$ cat src/rtl/alu_pkg.sv
// Shared types and constants for the two-requester ALU arbiter.
package alu_pkg;

    localparam int unsigned NUM_REQ = 2;
    localparam int unsigned DATA_W  = 32;
    localparam int unsigned OP_W    = 3;
    localparam int unsigned FLAG_W  = 4;

    typedef enum logic [OP_W-1:0] {
        OP_AND = 3'b000,
        OP_OR  = 3'b001,
        OP_ADD = 3'b100,
        OP_SUB = 3'b101
    } operation_t;

    typedef enum logic [1:0] {
        IDLE,
        ISSUE,
        WAIT,
        RESP
    } arb_state_t;

    function automatic logic is_legal_op(input logic [OP_W-1:0] op);
        return op inside {OP_AND, OP_OR, OP_ADD, OP_SUB};
    endfunction

endpackage

$ cat src/rtl/alu_arb_rr.sv
// Two-way round-robin grant: a lone requester wins, a tie goes to the
// requester that did not win last time.
module alu_arb_rr
    import alu_pkg::*;
(
    input  logic [NUM_REQ-1:0] req_valid,
    input  logic               last_grant,
    output logic [NUM_REQ-1:0] grant
);

    always_comb begin
        grant = '0;
        case (req_valid)
            2'b01:   grant = 2'b01;
            2'b10:   grant = 2'b10;
            2'b11:   grant = last_grant ? 2'b01 : 2'b10;
            default: grant = '0;
        endcase
    end

endmodule

$ cat src/rtl/alu_req_arbiter.sv
// Arbitrates two requesters onto one ALU, one command in flight, with a
// response timeout and per-requester one-cycle response pulses.
module alu_req_arbiter
    import alu_pkg::*;
#(
    parameter int unsigned TIMEOUT_CYC = 200
) (
    input  logic                      clk,
    input  logic                      rst_n,
    input  logic [NUM_REQ-1:0]        req_valid,
    output logic [NUM_REQ-1:0]        req_ready,
    input  logic [NUM_REQ*DATA_W-1:0] req_a,
    input  logic [NUM_REQ*DATA_W-1:0] req_b,
    input  logic [NUM_REQ*OP_W-1:0]   req_op,
    output logic                      alu_valid,
    input  logic                      alu_ready,
    output logic [DATA_W-1:0]         alu_a,
    output logic [DATA_W-1:0]         alu_b,
    output logic [OP_W-1:0]           alu_op,
    input  logic                      alu_rsp_valid,
    input  logic [DATA_W-1:0]         alu_c,
    input  logic [FLAG_W-1:0]         alu_flags,
    input  logic                      alu_err,
    output logic [NUM_REQ-1:0]        rsp_valid,
    output logic [DATA_W-1:0]         rsp_c,
    output logic [FLAG_W-1:0]         rsp_flags,
    output logic                      rsp_err,
    output logic                      rsp_timeout,
    output logic                      busy
);

    localparam int unsigned      TMR_W    = $clog2(TIMEOUT_CYC + 1);
    // The timer holds (cycles spent in ISSUE/WAIT - 1); this value marks the
    // last allowed cycle, in which a response still beats the timeout.
    localparam logic [TMR_W-1:0] TMR_LAST = TMR_W'(TIMEOUT_CYC - 1);

    arb_state_t          state_q, state_d;
    logic [TMR_W-1:0]    timer_q, timer_d;
    logic                last_grant_q, last_grant_d;
    logic                gnt_q, gnt_d;
    logic [DATA_W-1:0]   a_q, a_d;
    logic [DATA_W-1:0]   b_q, b_d;
    logic [OP_W-1:0]     op_q, op_d;
    logic [DATA_W-1:0]   rsp_c_q, rsp_c_d;
    logic [FLAG_W-1:0]   rsp_flags_q, rsp_flags_d;
    logic                rsp_err_q, rsp_err_d;
    logic                rsp_timeout_q, rsp_timeout_d;

    logic [NUM_REQ-1:0]  grant;
    logic                sel;
    logic                accept;
    logic [DATA_W-1:0]   sel_a;
    logic [DATA_W-1:0]   sel_b;
    logic [OP_W-1:0]     sel_op;

    alu_arb_rr u_arb (
        .req_valid  (req_valid),
        .last_grant (last_grant_q),
        .grant      (grant)
    );

    assign sel    = grant[1];
    assign accept = (state_q == IDLE) && |(req_valid & grant);
    assign sel_a  = sel ? req_a[2*DATA_W-1:DATA_W] : req_a[DATA_W-1:0];
    assign sel_b  = sel ? req_b[2*DATA_W-1:DATA_W] : req_b[DATA_W-1:0];
    assign sel_op = sel ? req_op[2*OP_W-1:OP_W]    : req_op[OP_W-1:0];

    always_comb begin
        // NOTE: every signal driven here gets a default first, so no path can infer a latch.
        state_d       = state_q;
        timer_d       = timer_q;
        last_grant_d  = last_grant_q;
        gnt_d         = gnt_q;
        a_d           = a_q;
        b_d           = b_q;
        op_d          = op_q;
        rsp_c_d       = rsp_c_q;
        rsp_flags_d   = rsp_flags_q;
        rsp_err_d     = rsp_err_q;
        rsp_timeout_d = rsp_timeout_q;

        case (state_q)
            IDLE: begin
                if (accept) begin
                    gnt_d        = sel;
                    last_grant_d = sel;
                    a_d          = sel_a;
                    b_d          = sel_b;
                    op_d         = sel_op;
                    timer_d      = '0;
                    if (is_legal_op(sel_op)) begin
                        state_d = ISSUE;
                    end else begin
                        state_d       = RESP;
                        rsp_c_d       = '0;
                        rsp_flags_d   = '0;
                        rsp_err_d     = 1'b1;
                        rsp_timeout_d = 1'b0;
                    end
                end
            end
            ISSUE, WAIT: begin
                if (state_q == WAIT && alu_rsp_valid) begin
                    state_d       = RESP;
                    rsp_c_d       = alu_c;
                    rsp_flags_d   = alu_flags;
                    rsp_err_d     = alu_err;
                    rsp_timeout_d = 1'b0;
                end else if (timer_q == TMR_LAST) begin
                    state_d       = RESP;
                    rsp_c_d       = '0;
                    rsp_flags_d   = '0;
                    rsp_err_d     = 1'b1;
                    rsp_timeout_d = 1'b1;
                end else begin
                    timer_d = timer_q + TMR_W'(1);
                    if (state_q == ISSUE && alu_ready) begin
                        state_d = WAIT;
                    end
                end
            end
            RESP:    state_d = IDLE;
            default: state_d = IDLE;
        endcase
    end

    // NOTE: sequential state uses non-blocking assignments so all flops update together.
    always_ff @(posedge clk or negedge rst_n) begin
        if (!rst_n) begin
            state_q       <= IDLE;
            timer_q       <= '0;
            last_grant_q  <= 1'b1;
            gnt_q         <= 1'b0;
            a_q           <= '0;
            b_q           <= '0;
            op_q          <= '0;
            rsp_c_q       <= '0;
            rsp_flags_q   <= '0;
            rsp_err_q     <= 1'b0;
            rsp_timeout_q <= 1'b0;
        end else begin
            state_q       <= state_d;
            timer_q       <= timer_d;
            last_grant_q  <= last_grant_d;
            gnt_q         <= gnt_d;
            a_q           <= a_d;
            b_q           <= b_d;
            op_q          <= op_d;
            rsp_c_q       <= rsp_c_d;
            rsp_flags_q   <= rsp_flags_d;
            rsp_err_q     <= rsp_err_d;
            rsp_timeout_q <= rsp_timeout_d;
        end
    end

    // req_ready is combinational from req_valid, so it is also gated by reset.
    assign req_ready   = (state_q == IDLE && rst_n) ? grant : '0;
    assign busy        = (state_q != IDLE);
    assign alu_valid   = (state_q == ISSUE);
    assign alu_a       = a_q;
    assign alu_b       = b_q;
    assign alu_op      = op_q;
    assign rsp_valid   = (state_q == RESP) ? (gnt_q ? 2'b10 : 2'b01) : '0;
    assign rsp_c       = (state_q == RESP) ? rsp_c_q       : '0;
    assign rsp_flags   = (state_q == RESP) ? rsp_flags_q   : '0;
    assign rsp_err     = (state_q == RESP) ? rsp_err_q     : 1'b0;
    assign rsp_timeout = (state_q == RESP) ? rsp_timeout_q : 1'b0;

endmodule

$ cat config.mk
export PLATFORM = sky130hd
export DESIGN_NAME = alu_req_arbiter
export DESIGN_NICKNAME = d
export VERILOG_FILES = /design/src/rtl/alu_pkg.sv /design/src/rtl/alu_arb_rr.sv /design/src/rtl/alu_req_arbiter.sv
export SDC_FILE = /design/constraint.sdc
export NUM_CORES = 1
export LEC_CHECK = 0
export CORE_MARGIN = 3
export CORE_UTILIZATION = 47
export CTS_CLUSTER_DIAMETER = 120
export DETAILED_ROUTE_END_ITERATION = 10
export DONT_BUFFER_PORTS = 1
export SLEW_MARGIN = 20
export SYNTH_ARGS = -nofsm -noshare
export SYNTH_HDL_FRONTEND = slang
export SYNTH_HIERARCHICAL = 1
export SYNTH_SLANG_ARGS = --single-unit
$ cat constraint.sdc
create_clock -name clk -period 4.7 [get_ports clk]
set_clock_uncertainty 0.15 [all_clocks]
set_input_delay 0.47 -clock clk [delete_from_list [all_inputs] [get_ports clk]]
set_output_delay 0.47 -clock clk [all_outputs]
set_load 0.1 [all_outputs]
# After elaboration in Yosys (flattened, before gate mapping)
# Index checks and enable logic that the tools add are counted.
totals:
  regBits: 117
op_classes:
  add_sub_neg: 1
  eq_ne: 16
  n_mux: 41
  n_bitwise: 1
  n_reduce_logical: 15
op_table:
  columns: ["cell", "count"]
  rows:
  - ["two-way mux 32 bit", 7]
  - ["one-hot mux 32 bit (2 select lines)", 1]
  - ["two-way mux 8 bit", 3]
  - ["two-way mux 4 bit", 5]
  - ["two-way mux 2 bit", 9]
  - ["one-hot mux 8 bit (2 select lines)", 1]
  - ["one-hot mux 2 bit (3 select lines)", 2]
  - ["two-way mux 1 bit", 9]
  - ["adder 8 x 1 -> 8 bit (second input constant)", 1]
  - ["equality test 2 bit (second input constant)", 4]
  - ["equality test 8 bit (second input constant)", 1]
  - ["!= test 2 bit (second input constant)", 4]
  - ["one-hot mux 4 bit (2 select lines)", 1]
  - ["AND reduction 4 bit", 2]
  - ["equality test 3 bit (second input constant)", 2]
  - ["equality test 2 x 1 -> 1 bit (second input constant)", 2]
  - ["logical AND 1 bit", 4]
  - ["!= test 4 bit (second input constant)", 1]
  - ["one-hot mux 1 bit (2 select lines)", 2]
  - ["AND reduction 2 bit", 2]
  - ["nonzero test 2 bit", 2]
  - ["nonzero test 4 bit", 1]
  - ["OR reduction 2 bit", 2]
  - ["equality test 3 x 1 -> 1 bit (second input constant)", 1]
  - ["5 further kinds", 5]

# Logic depth before layout (Yosys ltp)
depth:
  word_depth: 8
  mapped_depth: 9
  depth_no_buf: 6

# Hierarchy
# The synthesis kept the hierarchy.
by_module_without_submodules:
  columns: ["module", "n_inst", "cells_each", "area_per_inst_um2", "seq_area_each_um2"]
  rows:
  - ["alu_req_arbiter", 1, 577, 5790.6, 2929.1]
  - ["alu_arb_rr", 1, 3, 18.8, 0.0]

# Least setup slack after synthesis
# No wires, ideal clock.
synth_timing:
  kind: "reg-to-output"
  from: "register state_q[0]"
  to: "output port rsp_valid[0]"
  arrival_time_ps: 2165
  required_time_ps: 4080
  path_slack_ps: 1915
  path_stages_with_launch: 4
  path_buffers: 1
  path_cell_list: "dfrtp_1 -> ha_1 -> clkbuf_1 -> nor2b_1"
synth_between:
  elab_chain_len: 2
synth_lines:
  columns: ["item", "line", "rtl"]
  rows:
  - ["from (decl)", "alu_req_arbiter.sv:37", "arb_state_t state_q, state_d;"]
  - ["from (signal assigned)", "alu_req_arbiter.sv:142", "state_q <= state_d;"]
  - ["equality test 2 bit", "alu_req_arbiter.sv:163", "assign rsp_valid = (state_q == RESP) ? (gnt_q ? 2'b10 : 2'b01) : '0;"]
  - ["two-way mux 2 bit", "alu_req_arbiter.sv:163", null]
  - ["to (decl)", "alu_req_arbiter.sv:24", "output logic [NUM_REQ-1:0] rsp_valid,"]
# Every way passes these cells.

# Worst setup path after layout
# Same ends and word-level chain as after synthesis.

==> summary.md <==
| Metric | Value |
|---|---|
| Status | finished clean |
| Vias per cell | approximately 5.3 |
| Crit-path max FO | 41 |
| Tcrit/Tclk final | a little over two thirds |
| Yosys Warn Count | 6 |
| Setup crit start kind | flip-flop |
| Worst Path Required | just over 4 ns |
| Mapped Avg Cell Area | 10.0 sq um |
| Synth unique cells | 41 |
| Io pins | 288 |
| CTS H-Tree Depth | 4 |
| Initial drt markers | between 200 and 250 |
| Post-route ant nets | 0 |
| Final Setup Violations | 0 |
| Cell with the largest stage delay on the worst path | nor2b_2 |
| Max Freq | 0.306 GHz |
| Simple-Gate Fraction of Synth Area | 14.3% |
| Adder-Cell Fraction of Synth Area | 1.29% |
| Clock-pin slew on the worst setup and hold paths | about 0.06 ns |
| CTS Buffer Depth | 2 |
| Crit-path leading delay family | simple AND/OR/NAND/NOR gates |
| Util after Layout | 56.5% |
| Fillers | 1040 |
| First-pass GRT wire length | a little over 20 mm |
| Via total after detailed routing | 3977 |
| Xor/xnor share of the synthesized area | less than 1% |
| Sequential cell area fraction in the yosys report | 50.4% |
| Gr ovfl total | 0 |
| Slew Viols, Final | 0 |
| Vias in the first global route | 4019 |
| CORE AREA | 11800 sq um |
| WL final | about 14 mm |
| Crit-path max cell delay | 1.00 ns |
| Sum of negative setup slack | 0 ns |
| HPWL Detailed | 10.1 mm |
| Complex-gate fraction of the synthesized area | under 10% |
| Final Critical Period | around 3.3 ns |
| Worst setup path class | flip-flop to output port |
| Synth-to-Final Area Change | 14.3% |
| Core Rows | 39 |
| Max-cap violations | 0 |
| Die Span Y | around 120 microns |
| Largest family of logic cells by synthesized area | multiplexers |
| Total die area | between 10000 and 15000 sq um |
| Worst slew pin tran | 1.08 ns |
| Synth Cell Area | 5810 sq um |
| Worst Hold Class | input port to flip-flop |
| DRT Pass-1 Iters | 4 |
| Global placer's final weighted congestion | 0.798 |
| Fin nets | roughly 750 |
| Worst slew margin | 28.1% |
| Internal reg-to-reg setup slack | 1.98 ns |
| Syn Inst Count | 580 |
| Crit path buffers/inverters | 0 |
| Post_cts resized | 0 |
| Initial antenna violation count | 0 |
| Initial Utilization | 49.4% |
| Crit path capture type | output port |
| RSZ-0062 raised after global routing | false |
| GRT Overall Usage | 19.8% |
| Mapped Nets | 763 |
| Clock insertion delay at the later pin of the skew report | 0.40 ns |
| Diodes inserted | 0 |
| DRC | 0 |
| CP cell instances | ha_1 -> nor2b_2 |
| Mux contribution to synthesized area | 19.0% |
| CTS tree | built |
| Share of cells above drive strength 1 | 8.40% |
| Post-synthesis register bit count | 117 |
| Drt wl/cell | 18.5 microns |
| Die Wd | 117 microns |
| Hold Vio Cnt, Final | 0 |
| WHS | 0.0502 ns |
| Clk Tree Root Cell | clkbuf_16 |
| Largest net degree at the start of global routing | 118 |
| Worst path arrival time | 2.65 ns |
| Sink Count | 117 |
| IO Port Bufs | 0 |
| CTS Buf Count | 17 |
Yosys cell counts (all sizes together):
| master | count | area, sq um |
|---|---|---|
| or2 | 1 | 6.26 |
| or3 | 2 | 12.5 |
| a21bo | 1 | 10.0 |
| o211ai | 2 | 15.0 |
| a22o | 1 | 8.76 |
| nor2b | 2 | 12.5 |
| nand3b | 5 | 37.5 |
| o22ai | 1 | 6.26 |
| buf | 16 | 105 |
| a31oi | 1 | 12.5 |
| o2bb2ai | 2 | 17.5 |
| or4 | 1 | 7.51 |
| nor2 | 2 | 7.51 |
| a32o | 1 | 10.0 |
| o21ai | 72 | 360 |
| mux2 | 4 | 48.8 |
| nand4 | 1 | 6.26 |
| a2111oi | 1 | 8.76 |
| o21ba | 1 | 10.0 |
| and3 | 5 | 31.3 |
| inv | 43 | 161 |
| a21boi | 2 | 15.0 |
| nand2 | 112 | 420 |
| nor3b | 1 | 12.5 |
| mux2i | 105 | 1050 |
| dfstp | 1 | 26.3 |
| ha | 6 | 75.1 |
| and2 | 41 | 257 |
| and4b | 1 | 10.0 |
| a21oi | 4 | 20.0 |
| clkbuf | 20 | 75.1 |
| xor2 | 1 | 8.76 |
| nand3 | 2 | 10.0 |
| o221ai | 3 | 26.3 |
| dfrtp | 116 | 2900 |
worst register-to-register path, delay by kind of cell (launching register included):
kind / cells / cell delay (ns)
multiplexers: 1 / 0.39
AND/OR/NAND/NOR: 1 / 0.06
AO/OA/AOI/OAI: 2 / 0.61
flip-flops: 1 / 0.39
adder cells (fa/ha/maj): 1 / 0.60
buffers and inverters: 2 / 0.42
layout make-up:
class	instances	area [sq um]	share of cell area [%]
Clock buffer	21	480	7.23
Clock inverter	11	220	3.32
Inverter	43	161	2.43
Multi-Input combinational cell	384	2570	38.7
Sequential cell	117	2930	44.1
Tap cell	164	205	3.09
Timing Repair Buffer	7	75.1	1.13
flip-flops by register name (all words and copies together), names as in the netlist:
register and cells:
alu_op 3, rsp_flags_q 4, gnt_q 1, rsp_timeout_q 1, alu_b 32, alu_a 32, state_q 2, rsp_err_q 1
timer_q 8, last_grant_q 1, rsp_c_q 32
cells by family (layout without fill, tap and decap cells):
logic type      count (synthesis)  in the layout
compound gates                 92             92
fa+ha+maj                       6              6
flops                         117            117
simple gates                  176            176
xor+xnor                        1              1
mux                           109            109
buf+inv                        79             82
routing by layer:
layer	up-vias	track usage (%)	share of wire, %
li1	1922	-	-
met1	1864	23.1	38
met5	-	0	0
met2	181	32.6	50
met3	10	10.2	12
met4	0	4.82	0.88
cell usage in the layout, fill, tap and decap left out, drive strengths merged, types with 2 or more instances in the layout:
cell type | synthesis | final
inv | 43 | 43
nand3 | 2 | 2
mux2 | 4 | 4
buf | 16 | 6
bufinv | 0 | 6
and3 | 5 | 5
nand3b | 5 | 5
clkbuf | 20 | 21
o221ai | 3 | 3
o211ai | 2 | 2
or3 | 2 | 2
o2bb2ai | 2 | 2
mux2i | 105 | 105
clkinv | 0 | 2
nor2 | 2 | 2
a21oi | 4 | 4
and2 | 41 | 41
o21ai | 72 | 72
nor2b | 2 | 2
clkinvlp | 0 | 3
a21boi | 2 | 2
dfrtp | 116 | 116
nand2 | 112 | 112
ha | 6 | 6
repair_timing:
action / in CTS / in global routing
hold buffers: 2 / 0
buffers inserted: 0 / 0
hold endpoints to repair: 117 / 0
metrics by stage:
step	cells	instance area, sq um	worst slack [ns]
2_1_floorplan	580	5810	1.91
3_3_place_gp	713	5900	1.94
3_5_place_dp	713	5900	1.81
4_1_cts	747	6640	1.37
5_1_grt	747	6640	1.23
6_report	747	6640	1.43
worst paths after layout:
check | from | endpoint | depth (start not counted)
worst min-delay path | alu_c[9] | rsp_c_q[9] | 2
worst max register to register | state_q[0] | rsp_err_q | 7
worst max-delay path | state_q[0] | rsp_valid[0] | 2
min in group asynchronous | rst_n | timer_q[6] | 2
worst min register to register | rsp_err_q | rsp_err_q | 1
max in group asynchronous | rst_n | alu_op[2] | 2
Power is left out: the tool's default activity adds up to more than one toggle a clock period on the data nets, which glitch-free logic cannot reach.
